[config.mk]
export PLATFORM = sky130hd
export DESIGN_NAME = lockstep_compare
export DESIGN_NICKNAME = d
export VERILOG_FILES = /design/src/rtl/lockstep_pkg.sv /design/src/rtl/lockstep_sat_counter.sv /design/src/rtl/lockstep_compare.sv
export SDC_FILE = /design/constraint.sdc
export NUM_CORES = 1
export LEC_CHECK = 0
export CORE_AREA = 10 10 535 537
export CTS_BUF_LIST = sky130_fd_sc_hd__clkbuf_16
export CTS_CLUSTER_SIZE = 30
export DETAILED_ROUTE_END_ITERATION = 8
export DIE_AREA = 0 0 545 547
export PLACE_DENSITY_LB_ADDON = 0.15
export SKIP_CTS_REPAIR_TIMING = 1
export SYNTH_ARGS = -nofsm -noshare
export SYNTH_HDL_FRONTEND = slang
export SYNTH_SLANG_ARGS = --single-unit
[constraint.sdc]
create_clock -name clk -period 2.7 [get_ports clk]
set_input_delay 0.405 -clock clk [delete_from_list [all_inputs] [get_ports clk]]
set_output_delay 0.405 -clock clk [all_outputs]
set_load 0.05 [all_outputs]
[src/rtl/lockstep_pkg.sv]
// Shared types for the lockstep comparator: state encoding and helpers.
package lockstep_pkg;

    localparam logic [1:0] ST_IDLE = 2'd0;
    localparam logic [1:0] ST_HOLD = 2'd1;
    localparam logic [1:0] ST_RUN  = 2'd2;
    localparam logic [1:0] ST_TRIP = 2'd3;

    typedef enum logic [1:0] {
        IDLE = ST_IDLE,
        HOLD = ST_HOLD,
        RUN  = ST_RUN,
        TRIP = ST_TRIP
    } state_e;

    // RUN and TRIP both sample and count; only RUN captures.
    function automatic logic is_comparing(input state_e s);
        return (s == RUN) || (s == TRIP);
    endfunction

endpackage

[src/rtl/lockstep_sat_counter.sv]
// Saturating up-counter with synchronous clear; holds at all-ones instead of wrapping.
module lockstep_sat_counter #(
    parameter int CNT_W = 16
) (
    input  logic             clk,
    input  logic             reset,
    input  logic             clr,
    input  logic             inc,
    output logic [CNT_W-1:0] count
);

    logic [CNT_W-1:0] count_q;
    logic [CNT_W-1:0] count_d;

    // next count: clear wins, otherwise increment until saturated
    always_comb begin
        count_d = count_q;
        if (clr) begin
            count_d = '0;
        end else if (inc && (count_q != {CNT_W{1'b1}})) begin
            count_d = count_q + CNT_W'(1);
        end else begin
            count_d = count_q;
        end
    end

    // count register
    always_ff @(posedge clk or posedge reset) begin
        if (reset) begin
            count_q <= '0;
        end else begin
            count_q <= count_d;
        end
    end

    assign count = count_q;

endmodule

[src/rtl/lockstep_compare.sv]
// Lockstep checker: forwards a_bus, compares it against b_bus under mask after a hold-off.
// Optional first-divergence capture is built only when LOCKSTEP_CAPTURE_EN is defined.
module lockstep_compare
    import lockstep_pkg::*;
#(
    parameter int WIDTH   = 270,
    parameter int HOLDOFF = 4,
    parameter int CNT_W   = 16
) (
    input  logic             clk,
    input  logic             reset,
    input  logic             arm,
    input  logic             clear,
    input  logic [WIDTH-1:0] a_bus,
    input  logic [WIDTH-1:0] b_bus,
    input  logic [WIDTH-1:0] mask,
    output logic [WIDTH-1:0] out_bus,
    output logic             mismatch,
    output logic             tripped,
    output logic [CNT_W-1:0] err_count,
    output logic [CNT_W-1:0] cycle_count,
    output logic [CNT_W-1:0] first_cycle,
    output logic [WIDTH-1:0] first_diff,
    output logic [1:0]       state
);

    localparam int HOLD_W = (HOLDOFF > 1) ? $clog2(HOLDOFF) : 1;
    localparam logic [HOLD_W-1:0] HOLD_LAST = (HOLDOFF > 0) ? HOLD_W'(HOLDOFF - 1) : '0;

    state_e            state_q;
    state_e            state_d;
    logic [HOLD_W-1:0] hold_q;
    logic [HOLD_W-1:0] hold_d;
    logic              mismatch_q;
    logic              mismatch_d;
    logic [WIDTH-1:0]  diff_s;
    logic              hit_s;
    logic              cmp_s;

    assign out_bus = a_bus;
    assign diff_s  = (a_bus ^ b_bus) & mask;
    assign hit_s   = |diff_s;
    assign cmp_s   = is_comparing(state_q);

    // next state, hold-off counter and mismatch pulse
    always_comb begin
        state_d    = state_q;
        hold_d     = hold_q;
        mismatch_d = 1'b0;
        if (clear) begin
            state_d = IDLE;
            hold_d  = '0;
        end else begin
            case (state_q)
                IDLE: begin
                    if (arm) begin
                        hold_d  = '0;
                        state_d = (HOLDOFF == 0) ? RUN : HOLD;
                    end else begin
                        state_d = IDLE;
                    end
                end
                HOLD: begin
                    hold_d = hold_q + HOLD_W'(1);
                    if (hold_q == HOLD_LAST) begin
                        state_d = RUN;
                    end else begin
                        state_d = HOLD;
                    end
                end
                RUN: begin
                    mismatch_d = hit_s;
                    state_d    = hit_s ? TRIP : RUN;
                end
                TRIP: begin
                    mismatch_d = hit_s;
                    state_d    = TRIP;
                end
                default: begin
                    state_d = IDLE;
                    hold_d  = '0;
                end
            endcase
        end
    end

    // control registers
    always_ff @(posedge clk or posedge reset) begin
        if (reset) begin
            state_q    <= IDLE;
            hold_q     <= '0;
            mismatch_q <= 1'b0;
        end else begin
            state_q    <= state_d;
            hold_q     <= hold_d;
            mismatch_q <= mismatch_d;
        end
    end

    lockstep_sat_counter #(.CNT_W(CNT_W)) u_cycle_cnt (
        .clk   (clk),
        .reset (reset),
        .clr   (clear),
        .inc   (cmp_s),
        .count (cycle_count)
    );

    lockstep_sat_counter #(.CNT_W(CNT_W)) u_err_cnt (
        .clk   (clk),
        .reset (reset),
        .clr   (clear),
        .inc   (cmp_s & hit_s),
        .count (err_count)
    );

`ifdef LOCKSTEP_CAPTURE_EN
    logic [CNT_W-1:0] first_cycle_q;
    logic [CNT_W-1:0] first_cycle_d;
    logic [WIDTH-1:0] first_diff_q;
    logic [WIDTH-1:0] first_diff_d;

    // capture only on the RUN->TRIP edge, so the first divergence is frozen
    always_comb begin
        first_cycle_d = first_cycle_q;
        first_diff_d  = first_diff_q;
        if (clear) begin
            first_cycle_d = '0;
            first_diff_d  = '0;
        end else if ((state_q == RUN) && hit_s) begin
            first_cycle_d = cycle_count;
            first_diff_d  = diff_s;
        end else begin
            first_cycle_d = first_cycle_q;
            first_diff_d  = first_diff_q;
        end
    end

    // capture registers
    always_ff @(posedge clk or posedge reset) begin
        if (reset) begin
            first_cycle_q <= '0;
            first_diff_q  <= '0;
        end else begin
            first_cycle_q <= first_cycle_d;
            first_diff_q  <= first_diff_d;
        end
    end

    assign first_cycle = first_cycle_q;
    assign first_diff  = first_diff_q;
`else
    assign first_cycle = '0;
    assign first_diff  = '0;
`endif

    assign mismatch = mismatch_q;
    assign tripped  = (state_q == TRIP);
    assign state    = state_q;

endmodule
==> results of run 1 <==
-- layout make-up --
cell class              count  area, um^2
fillers                 32100      249000
well taps                3705        4640
flip-flops and latches     37         926
diodes                     31        77.6
repair buffers           1474       13900
clock buffers               5         125
clock inverters             3        42.5
inverters                   5        18.8
multi-input cells         885        6410
-- kinds of logic (layout without fill, tap and decap cells) --
family | count (synthesis) | count (layout) | synth area share [%]
muxes | 4 | 4 | 0.476
DFF | 37 | 37 | 9.52
xor gates and xnor gates | 284 | 284 | 25.6
buffers and inverters | 568 | 1487 | 43.6
adders and majority gates | 3 | 3 | 0.386
and+or+nand+nor | 139 | 139 | 7.66
AOI/OAI and AO/OA | 169 | 169 | 12.7
other | 1 | 317 | 0.0386
-- metal layers --
layer,GRT usage (%),part of all wire [%],up-vias
met5,0,0.49,-
met4,0.458,1.2,140
met3,9.33,18,330
met2,19.5,44,1126
met1,12.9,37,6017
li1,-,-,5656
-- layout by cell type, fill, tap and decap left out, types with 10 or more instances in the layout --
cell             instances
nand2_1                 16
dfrtp_1                 37
xor2_4                  14
a22oi_1                102
nand4_1                 39
nand3_1                 10
buf_6                   11
a22oi_2                 33
dlymetal6s2s_1         139
xor2_2                  28
buf_4                  585
buf_12                  22
a21oi_1                 14
clkdlybuf4s50_1        706
nor2_1                  31
diode_2                 31
conb_1                 286
xor2_1                 240
-- path summary, 6_finish.rpt --
path,start,slack [ns],to
worst max-delay path,b_bus[149],-0.38,u_err_cnt.count[14]$_DFFE_PP0P_
worst min-delay path,hold_q[1]$_DFFE_PP0P_,0.52,hold_q[1]$_DFFE_PP0P_
worst max register to register,u_err_cnt.count[8]$_DFFE_PP0P_,0.08,u_err_cnt.count[10]$_DFFE_PP0P_
worst min register to register,hold_q[1]$_DFFE_PP0P_,0.52,hold_q[1]$_DFFE_PP0P_
max in group asynchronous,reset,1.70,u_cycle_cnt.count[0]$_DFFE_PP0P_
min in group asynchronous,reset,0.57,u_err_cnt.count[6]$_DFFE_PP0P_
-- state kept, by name (all words and copies together) (netlist names) --
signal	cells
mismatch	1
hold_q	2
u_err_cnt.count	16
state	2
u_cycle_cnt.count	16
-- critical path: cells and delay by family --
kind / cells / cell delay (ns)
buffers and inverters: 4 / 0.99
AND/OR/NAND/NOR: 4 / 0.88
AO/OA/AOI/OAI: 2 / 0.51
multiplexers: 1 / 0.30
XOR/XNOR: 1 / 0.18
-- power by group through the flow --
stage	Combinational (uW)	Clock, uW	Sequential [uW]
final	5320	730	560
after global routing	5600	787	561
after CTS	5330	772	560
after detailed placement	5320	0	571
after global placement	5320	0	571
after floorplan	2710	0	575
-- through the flow --
stage                     setup WS, ns  utilization [%]  instance area [um^2]  cells
after global routing            -0.536             9.44                 26000   6116
after CTS                        -1.44             9.02                 24900   6112
final                           -0.379             9.47                 26100   6145
after detailed placement         -1.77             8.96                 24700   6104
after global placement           -1.77             8.96                 24700   6104
after floorplan                  0.223                -                 10800   1490
==> results by group, run 1 <==
Pwr
  – Clk pwr share: 11.1%
  – Leak: 0.0112 uW
  – Total chip power: 6610 uW
  – Internal: 3020 uW
  – Portion of total power attributed to combinational logic: 80.5%
  – Reg power frac: 8.5%
  – Total power density per cell area: 253 mW/mm^2
  – IR Drop Worst-Case VDD: 176 uV
  – Switching part of the total power: 54.3%
  – Net switching power: 3590 uW

Cells and area
  – Ratio of cells with drive above 1 in the final layout: 30.3%
  – Area Overhead vs Synth: 168%
  – Net total in the final layout: 3,225

Detailed routing
  – Drt first pass iters: 5
  – Total detailed-routing wirelength: 191 mm
  – DRC violation count after routing: 0
  – Antenna-violating nets left: 0
  – Post-detailed-route wirelength per cell: 31.0 um
  – Iteration-0 DRC Markers: 592
  – Per-cell via count in the routed design: 2.16
  – Total via count in the routed design: 13,300

Synth
  – Share of the yosys chip area belonging to registers: 9.52%
  – Post-synthesis register bit count: 37
  – Number of warnings printed during yosys synthesis: 0
  – Most frequent cells after synthesis: 556 x buf_4, 282 x xor2_1, 135 x a22oi_1
  – Primary FF master, synth: dfrtp_1
  – Top post-synthesis cells by area: buf_4 43%, xor2_1 25%, a22oi_1 10%
  – Post-Syn Instances: 1,205
  – Post-synth EDFFs: 0
  – Mapped Area: 0.00972 mm^2
  – Most common cell in the netlist: buf_4
  – Post-synth top area share: 42.9%
  – Post-synthesis area per instance: 8.07 um^2
  – Async set-or-reset flop fraction in the synthesized netlist: 100%
  – Largest area contributor in the netlist: buf_4
  – Number of unique standard cell types used by synthesis: 38

Timing
  – Slew at the pin with the worst max-slew slack: 0.646 ns
  – Hold slack final: 0.522 ns
  – Highest clock frequency the design can meet: 0.325 GHz
  – Tcrit/Tclk final: 114%
  – Maximum clock skew at final layout: 0.00464 ns
  – Final count of negative-setup-slack endpoints: 18
  – RSZ-0062 raised after global routing: yes
  – Hold Vio Cnt, Final: 0
  – Final Max Tran Viols: 0
  – Minimum clock period after layout: 3.08 ns
  – Sum of negative setup slack: -5.19 ns
  – Slew margin rel.: 56.8%
  – Smallest setup slack after layout: -0.379 ns

Worst hold path
  – Class of the tightest hold or removal check: reg -> reg
  – Hold Path Cell Cnt: 2

Die
  – Die span in y: 547 um
  – Core outline area: 0.276 mm^2
  – Placement Rows: 193
  – DIE WIDTH: 545 um
  – IO Pins: 1,406
  – Die Footprint: 0.298 mm^2
  – Effective utilization at floorplan: 3.53%

Critical path
  – Cell with the biggest individual delay on the critical path: clkdlybuf4s50_1
  – Type of the worst setup path: in -> reg
  – Critical Path Sink Type: flop
  – Cell Chain, Critical Path: clkdlybuf4s50_1 > xor2_1 > a22oi_1 > nand4_1 > nor4_4 > buf_4 > nand4_1 > buf_6 > o311ai_4 > buf_12 > nor3_4 > mux2_4
  – CP arrival: 3.27 ns
  – Top fanout value on the critical path: 6
  – Logic depth of the worst register-to-register path: 10
  – Cell type with the highest occurrence count on the critical path: nand4_1
  – Delay of the slowest cell on the worst path: 0.43 ns
  – Worst path required time: 2.89 ns
  – Critical path launch point type: input pin

Placed design
  – Number of port buffers: 1,119
  – HPWL Detailed: 185 mm
  – Final weighted congestion in routability-driven placement: 0.873

Global route
  – Largest net degree at the start of global routing: 43
  – Vias in the first global route: 13,800
  – First-pass GRT wire length: 219 mm
  – Grt ovf: 0
  – Aggregate global-route resource usage: 12.0%
  – Antenna violations before repair: 220

Flow run
  – Max Cap Viol: 0

Clock tree
  – Root Buffer Master: clkbuf_16
  – Number of buffers between clock root and the deepest sink: 2
  – TritonCTS Buffers: 5
  – # H-tree levels: 2
  – Clock transition time at the flip-flop clock pins of the worst setup and hold paths: 0.07 ns
  – Clock latency of the later-clocked register in the worst-skew pair: 0.30 ns
  – CTS tree: yes
  – Clock tree sinks: 37

Run status
  – Violations in the final reports: setup timing
  – Run status: finished with violations
Note: power is estimated with default switching activity, not from simulation.
==> run 2, diff against run 1 <==
Settings changed: CORE_AREA 10 10 535 537 to 2 2 542 544, DIE_AREA 0 0 545 547 to 0 0 544 546.
==> run 2 against run 1 <==
The flow still finishes with violations (setup timing). Clock skew up 0.0081 ns. Register-to-register slack worse by 0.17 ns. Die area down 0.37%. Final area up 2.4%. Non-clock buffer count up 8. Fmax up 2.1%. Combinational power down 1%. Sequential power about the same. Critical path type unchanged. Critical endpoint unchanged. Largest power group unchanged. Highest routed layer unchanged.
==> results by group, run 2 (synthesized netlist as in run 1, its figures left out) <==
Critical path
  – Type of the worst setup path: in -> reg
  – Top fanout value on the critical path: 7 (+1)
  – Critical path buffer and inverter count: 5 (+1)
  – Cell Chain, Critical Path: clkdlybuf4s50_1 > xor2_1 > a22oi_1 > buf_4 > nand4_1 > nor4_1 > buf_4 > nand3_4 > o311ai_4 > buf_12 > buf_12 > nor3_4 > mux2_4
  – Worst path required time: 2.90 ns (about the same)
  – Critical Path Sink Type: flop
  – Largest delay share family, worst path: buffers and inverters
  – Cell with the biggest individual delay on the critical path: clkdlybuf4s50_1
  – Critical path launch point type: input pin
  – Delay of the slowest cell on the worst path: 0.43 ns (about the same)
  – CP arrival: 3.21 ns (-0.06 ns)

Cells and area
  – Leading cell type in the layout, fill and taps excluded: clkdlybuf4s50_1
  – Area Overhead vs Synth: 175%
  – Fillcell total: 34,100 (+6.3%)
  – Number of standard cells in the final layout excluding fillers: 6,360 (+3.5%)
  – Ratio of cells with drive above 1 in the final layout: 30.9% (+0.60 points)
  – Net total in the final layout: 3,233 (+0.25%)
  – Commonest cells after routing, fill and taps aside: 599 x clkdlybuf4s50_1, 587 x buf_4, 286 x conb_1
  – Area of the multi-input gates: 0.00645 mm^2 (+0.63%)
  – Register cell area after layout: 926 um^2 (unchanged)

Timing
  – Final count of negative-setup-slack endpoints: 17 (-1)
  – Highest clock frequency the design can meet: 0.332 GHz (+2.1%)
  – Final Max Tran Viols: 0 (unchanged)
  – Hold slack final: 0.489 ns (-0.0321 ns)
  – Maximum clock skew at final layout: 0.0128 ns (+0.00814 ns)
  – Sum of negative setup slack: -4.08 ns (+1.11 ns)
  – Tcrit/Tclk final: 112% (-2.4 points)
  – RSZ-0062 raised after global routing: yes
  – Minimum clock period after layout: 3.01 ns (-0.0637 ns)
  – Slew margin rel.: 57.4% (+0.65 points)
  – Hold Vio Cnt, Final: 0 (unchanged)
  – Slew at the pin with the worst max-slew slack: 0.638 ns (-0.00834 ns)
  – Smallest setup slack after layout: -0.315 ns (+0.0637 ns)

Run status
  – Violations in the final reports: setup timing
  – Run status: finished with violations

Placed design
  – Number of port buffers: 1,119 (unchanged)
  – Final weighted congestion in routability-driven placement: 0.946 (+8.3%)
  – HPWL Detailed: 154 mm (-17%)
  – Placed insts: 6,336 (+3.8%)

Clock tree
  – Number of buffers between clock root and the deepest sink: 2 (unchanged)
  – Root Buffer Master: clkbuf_16
  – Clock transition time at the flip-flop clock pins of the worst setup and hold paths: 0.08 ns (about the same)
  – CTS tree: yes
  – # H-tree levels: 2 (unchanged)
  – Clock latency of the later-clocked register in the worst-skew pair: 0.32 ns (+0.02 ns)
  – Clock tree sinks: 37 (unchanged)
  – TritonCTS Buffers: 5 (unchanged)

Die
  – DIE WIDTH: 544 um (-0.18%)
  – Placement Rows: 199 (+3.1%)
  – Effective utilization at floorplan: 3.33% (-0.20 points)
  – IO Pins: 1,406 (unchanged)
  – Core outline area: 0.292 mm^2 (+6.0%)
  – Die Footprint: 0.297 mm^2 (-0.37%)
  – Die span in y: 546 um (-0.18%)

Pwr
  – Internal: 2900 uW (-4.0%)
  – Total chip power: 6490 uW (-1.8%)
  – IR Drop Worst-Case VDD: 208 uV (+19%)
  – Net switching power: 3590 uW (about the same)
  – Clk pwr share: 10.3% (-0.8 points)
  – Total power density per cell area: 243 mW/mm^2 (-4.1%)
  – Switching part of the total power: 55.3% (+1.0 points)
  – Leak: 0.0123 uW (+10%)
  – Reg power frac: 8.6% (about the same)
  – Portion of total power attributed to combinational logic: 81.1% (+0.6 points)

Flow run
  – Max Cap Viol: 0 (unchanged)

Global route
  – Largest net degree at the start of global routing: 26 (-40%)
  – First-pass GRT wire length: 187 mm (-15%)
  – Grt ovf: 0 (unchanged)
  – Aggregate global-route resource usage: 10.2% (-1.7 points)
  – Vias in the first global route: 13,300 (-3.8%)
  – Antenna violations before repair: 154 (-30%)

Detailed routing
  – Drt first pass iters: 4 (-1)
  – Post-detailed-route wirelength per cell: 25.2 um (-19%)
  – Antenna-violating nets left: 0 (unchanged)
  – Total via count in the routed design: 13,100 (-1.4%)
  – Per-cell via count in the routed design: 2.06 (-4.7%)
  – Iteration-0 DRC Markers: 485 (-18%)
  – DRC violation count after routing: 0 (unchanged)
  – Total detailed-routing wirelength: 160 mm (-16%)

Worst hold path
  – Class of the tightest hold or removal check: in -> async
## run 2: cell type report
class | count | share of cell area [%]
Antenna cell | 24 | 0.225
Clock buffer | 5 | 0.468
Clock inverter | 3 | 0.0656
Inverter | 5 | 0.0702
Multi-Input combinational cell | 885 | 24.1
Sequential cell | 37 | 3.47
Tap cell | 3919 | 18.4
Timing Repair Buffer | 1482 | 53.2
## run 2: final timing paths
path | start | end | slack [ns] | cells past startpoint
max in group asynchronous | reset | u_err_cnt.count[12]$_DFFE_PP0P_ | 1.65 | 3
min in group clk | hold_q[1]$_DFFE_PP0P_ | hold_q[1]$_DFFE_PP0P_ | 0.53 | 2
worst min-delay path | reset | u_cycle_cnt.count[1]$_DFFE_PP0P_ | 0.49 | 2
worst max-delay path | b_bus[30] | u_err_cnt.count[14]$_DFFE_PP0P_ | -0.31 | 13
worst max register to register | u_err_cnt.count[8]$_DFFE_PP0P_ | u_err_cnt.count[10]$_DFFE_PP0P_ | -0.09 | 11
worst min register to register | hold_q[1]$_DFFE_PP0P_ | hold_q[1]$_DFFE_PP0P_ | 0.53 | 2
## run 2: layer usage
metal	vias up	global-route usage, %	routed length (um)
li1	5669	-	-
met1	6017	11.9	63700
met2	980	16.2	70200
met3	271	6.47	22400
met4	150	1.22	2740
met5	-	0	989
## run 2: power groups by stage
stage                     clock network (uW)  logic (uW)  registers [uW]
after floorplan                            0        2710             575
after global placement                     0        5300             571
after detailed placement                   0        5280             571
after CTS                                726        5300             560
after global routing                     736        5500             560
final                                    666        5260             560
## run 2: metrics by stage
stage / cell area (um^2) / utilization (%) / setup WS, ns
2_1_floorplan: 10800 / - / 0.223
6_report: 26700 / 9.15 / -0.315
3_5_place_dp: 25100 / 8.58 / -1.96
4_1_cts: 25200 / 8.63 / -1.61
3_3_place_gp: 25100 / 8.58 / -1.94
5_1_grt: 26700 / 9.13 / -0.392
==> run 3, diff against run 2 <==
Settings changed: ABC_AREA from default to 0, CORE_AREA 2 2 542 544 to 3 3 543 545, DIE_AREA 0 0 544 546 to 0 0 546 548.
==> run 3 against run 2 <==
The run still ends with setup timing left. Non-clock buffer count up 1. Critical path depth is 1 lower. Routed wire length up 5.4%. Clock power shrank 2%. Combinational power is essentially flat. Worst hold slack improved by 0.052 ns. Via count fell by 1.6%.
==> results by group, run 3 (synthesized netlist as in run 1, its figures left out) <==
Cells and area
  – Net total in the final layout: 3,234 (+0.031%)
  – Leading cell type in the layout, fill and taps excluded: clkdlybuf4s50_1
  – Commonest cells after routing, fill and taps aside: 816 x clkdlybuf4s50_1, 600 x buf_4, 286 x conb_1
  – Area Overhead vs Synth: 164%
  – Ratio of cells with drive above 1 in the final layout: 28.5% (-2.4 points)
  – Post-route core utilization: 8.82% (-0.33 points)

Clock tree
  – Number of buffers between clock root and the deepest sink: 2 (unchanged)
  – Root Buffer Master: clkbuf_16
  – Clock tree sinks: 37 (unchanged)
  – Clock latency of the later-clocked register in the worst-skew pair: 0.31 ns (about the same)
  – # H-tree levels: 2 (unchanged)
  – Clock transition time at the flip-flop clock pins of the worst setup and hold paths: 0.07 ns (about the same)
  – TritonCTS Buffers: 5 (unchanged)
  – CTS tree: yes

Global route
  – Aggregate global-route resource usage: 10.7% (+0.43 points)
  – Grt ovf: 0 (unchanged)
  – Largest net degree at the start of global routing: 38 (+46%)
  – First-pass GRT wire length: 196 mm (+5.1%)
  – Vias in the first global route: 13,200 (-0.48%)
  – Antenna violations before repair: 141 (-8.4%)

Die
  – Core outline area: 0.291 mm^2 (-0.50%)
  – Placement Rows: 198 (-0.50%)
  – Die Footprint: 0.299 mm^2 (+0.74%)
  – IO Pins: 1,406 (unchanged)
  – Effective utilization at floorplan: 3.35% (+0.017 points)
  – Die span in y: 548 um (+0.37%)
  – DIE WIDTH: 546 um (+0.37%)

Detailed routing
  – Drt first pass iters: 4 (unchanged)
  – Iteration-0 DRC Markers: 491 (+1.2%)
  – Per-cell via count in the routed design: 2.03 (-1.3%)
  – Total via count in the routed design: 12,900 (-1.6%)
  – DRC violation count after routing: 0 (unchanged)
  – Total detailed-routing wirelength: 169 mm (+5.4%)
  – Post-detailed-route wirelength per cell: 26.6 um (+5.6%)
  – Antenna-violating nets left: 0 (unchanged)

Timing
  – Minimum clock period after layout: 3.18 ns (+0.163 ns)
  – Slew at the pin with the worst max-slew slack: 0.771 ns (+0.134 ns)
  – Final count of negative-setup-slack endpoints: 18 (+1)
  – Hold slack final: 0.542 ns (+0.0524 ns)
  – Smallest setup slack after layout: -0.478 ns (-0.163 ns)
  – Final Max Tran Viols: 0 (unchanged)
  – Highest clock frequency the design can meet: 0.315 GHz (-5.1%)
  – Slew margin rel.: 48.6% (-8.9 points)
  – Tcrit/Tclk final: 118% (+6.0 points)
  – Maximum clock skew at final layout: 0.00720 ns (-0.00558 ns)
  – RSZ-0062 raised after global routing: yes
  – Hold Vio Cnt, Final: 0 (unchanged)

Critical path
  – Top fanout value on the critical path: 6 (-1)
  – Delay of the slowest cell on the worst path: 0.63 ns (+0.20 ns)
  – Cell with the biggest individual delay on the critical path: clkdlybuf4s50_1
  – Critical path buffer and inverter count: 4 (-1)
  – Cell Chain, Critical Path: clkdlybuf4s50_1 > xor2_1 > a22oi_2 > buf_4 > nand4_1 > nor4_2 > nand2_1 > buf_4 > o311ai_4 > buf_12 > nor3_2 > mux2_4
  – Largest delay share family, worst path: buffers and inverters
  – Type of the worst setup path: in -> reg
  – Cell type with the highest occurrence count on the critical path: buf_4
  – CP arrival: 3.38 ns (+0.17 ns)
  – Worst path required time: 2.90 ns (about the same)
  – Critical Path Sink Type: flop
  – Critical path launch point type: input pin

Flow run
  – Max Cap Viol: 0 (unchanged)

Run status
  – Run status: finished with violations
  – Violations in the final reports: setup timing

Pwr
  – Leak: 0.0102 uW (-18%)
  – IR Drop Worst-Case VDD: 215 uV (+3.4%)
  – Total power density per cell area: 252 mW/mm^2 (+3.9%)

Placed design
  – Final weighted congestion in routability-driven placement: 0.906 (-4.3%)
  – HPWL Detailed: 164 mm (+6.2%)
  – Number of port buffers: 1,119 (unchanged)

Worst hold path
  – Class of the tightest hold or removal check: reg -> reg
-- run 3: worst paths after layout --
check | startpoint | endpoint | slack, ns | cells after the start
hold / removal | hold_q[1]$_DFFE_PP0P_ | hold_q[1]$_DFFE_PP0P_ | 0.54 | 2
setup / recovery | a_bus[262] | u_err_cnt.count[14]$_DFFE_PP0P_ | -0.48 | 12
max in group asynchronous | reset | u_err_cnt.count[5]$_DFFE_PP0P_ | 1.65 | 3
min in group asynchronous | reset | u_cycle_cnt.count[6]$_DFFE_PP0P_ | 0.55 | 3
hold reg to reg | hold_q[1]$_DFFE_PP0P_ | hold_q[1]$_DFFE_PP0P_ | 0.54 | 2
setup reg to reg | u_err_cnt.count[8]$_DFFE_PP0P_ | u_err_cnt.count[12]$_DFFE_PP0P_ | 0.12 | 11
-- run 3: worst min-delay path: cells and delay by family, from the launching register on --
kind               cells  cell delay [ns]
DFF                    1             0.35
AOI/OAI and AO/OA      1             0.06
and+or+nand+nor        1             0.09
-- run 3: metrics by stage --
stage	worst slack [ns]	instance area [um^2]	std cells	power, uW	TNS, ns
after floorplan	0.223	10800	1490	3290	0
after global routing	-0.544	25600	6319	6800	-8.87
after detailed placement	-2.34	24900	6304	5910	-40.35
final	-0.478	25600	6346	6470	-7.27
after global placement	-2.38	24900	6303	5910	-41.05
after CTS	-1.99	25100	6312	6620	-34.12
-- run 3: cell type report --
class | instances | area [um^2]
diodes | 28 | 70.1
clock buffers | 5 | 125
clock inverters | 3 | 17.5
fillers | 34000 | 265000
inverters | 5 | 18.8
multi-input cells | 885 | 5930
flip-flops and latches | 37 | 926
well taps | 3900 | 4880
repair buffers | 1483 | 13700
-- run 3: metal layers --
layer,vias up,wire [um],GRT usage [%]
li1,5700,-,-
met1,5882,67200,12.4
met2,979,75300,17.3
met3,223,23300,6.56
met4,98,2140,0.665
met5,-,644,0
-- run 3: power breakdown --
part / total [uW] / switching, uW / internal [uW] / leakage [uW]
combinational: 5250 / 3220 / 2030 / 0.00957
sequential: 560 / 3.56 / 557 / 0.000515
clock: 655 / 313 / 341 / 0.0000698
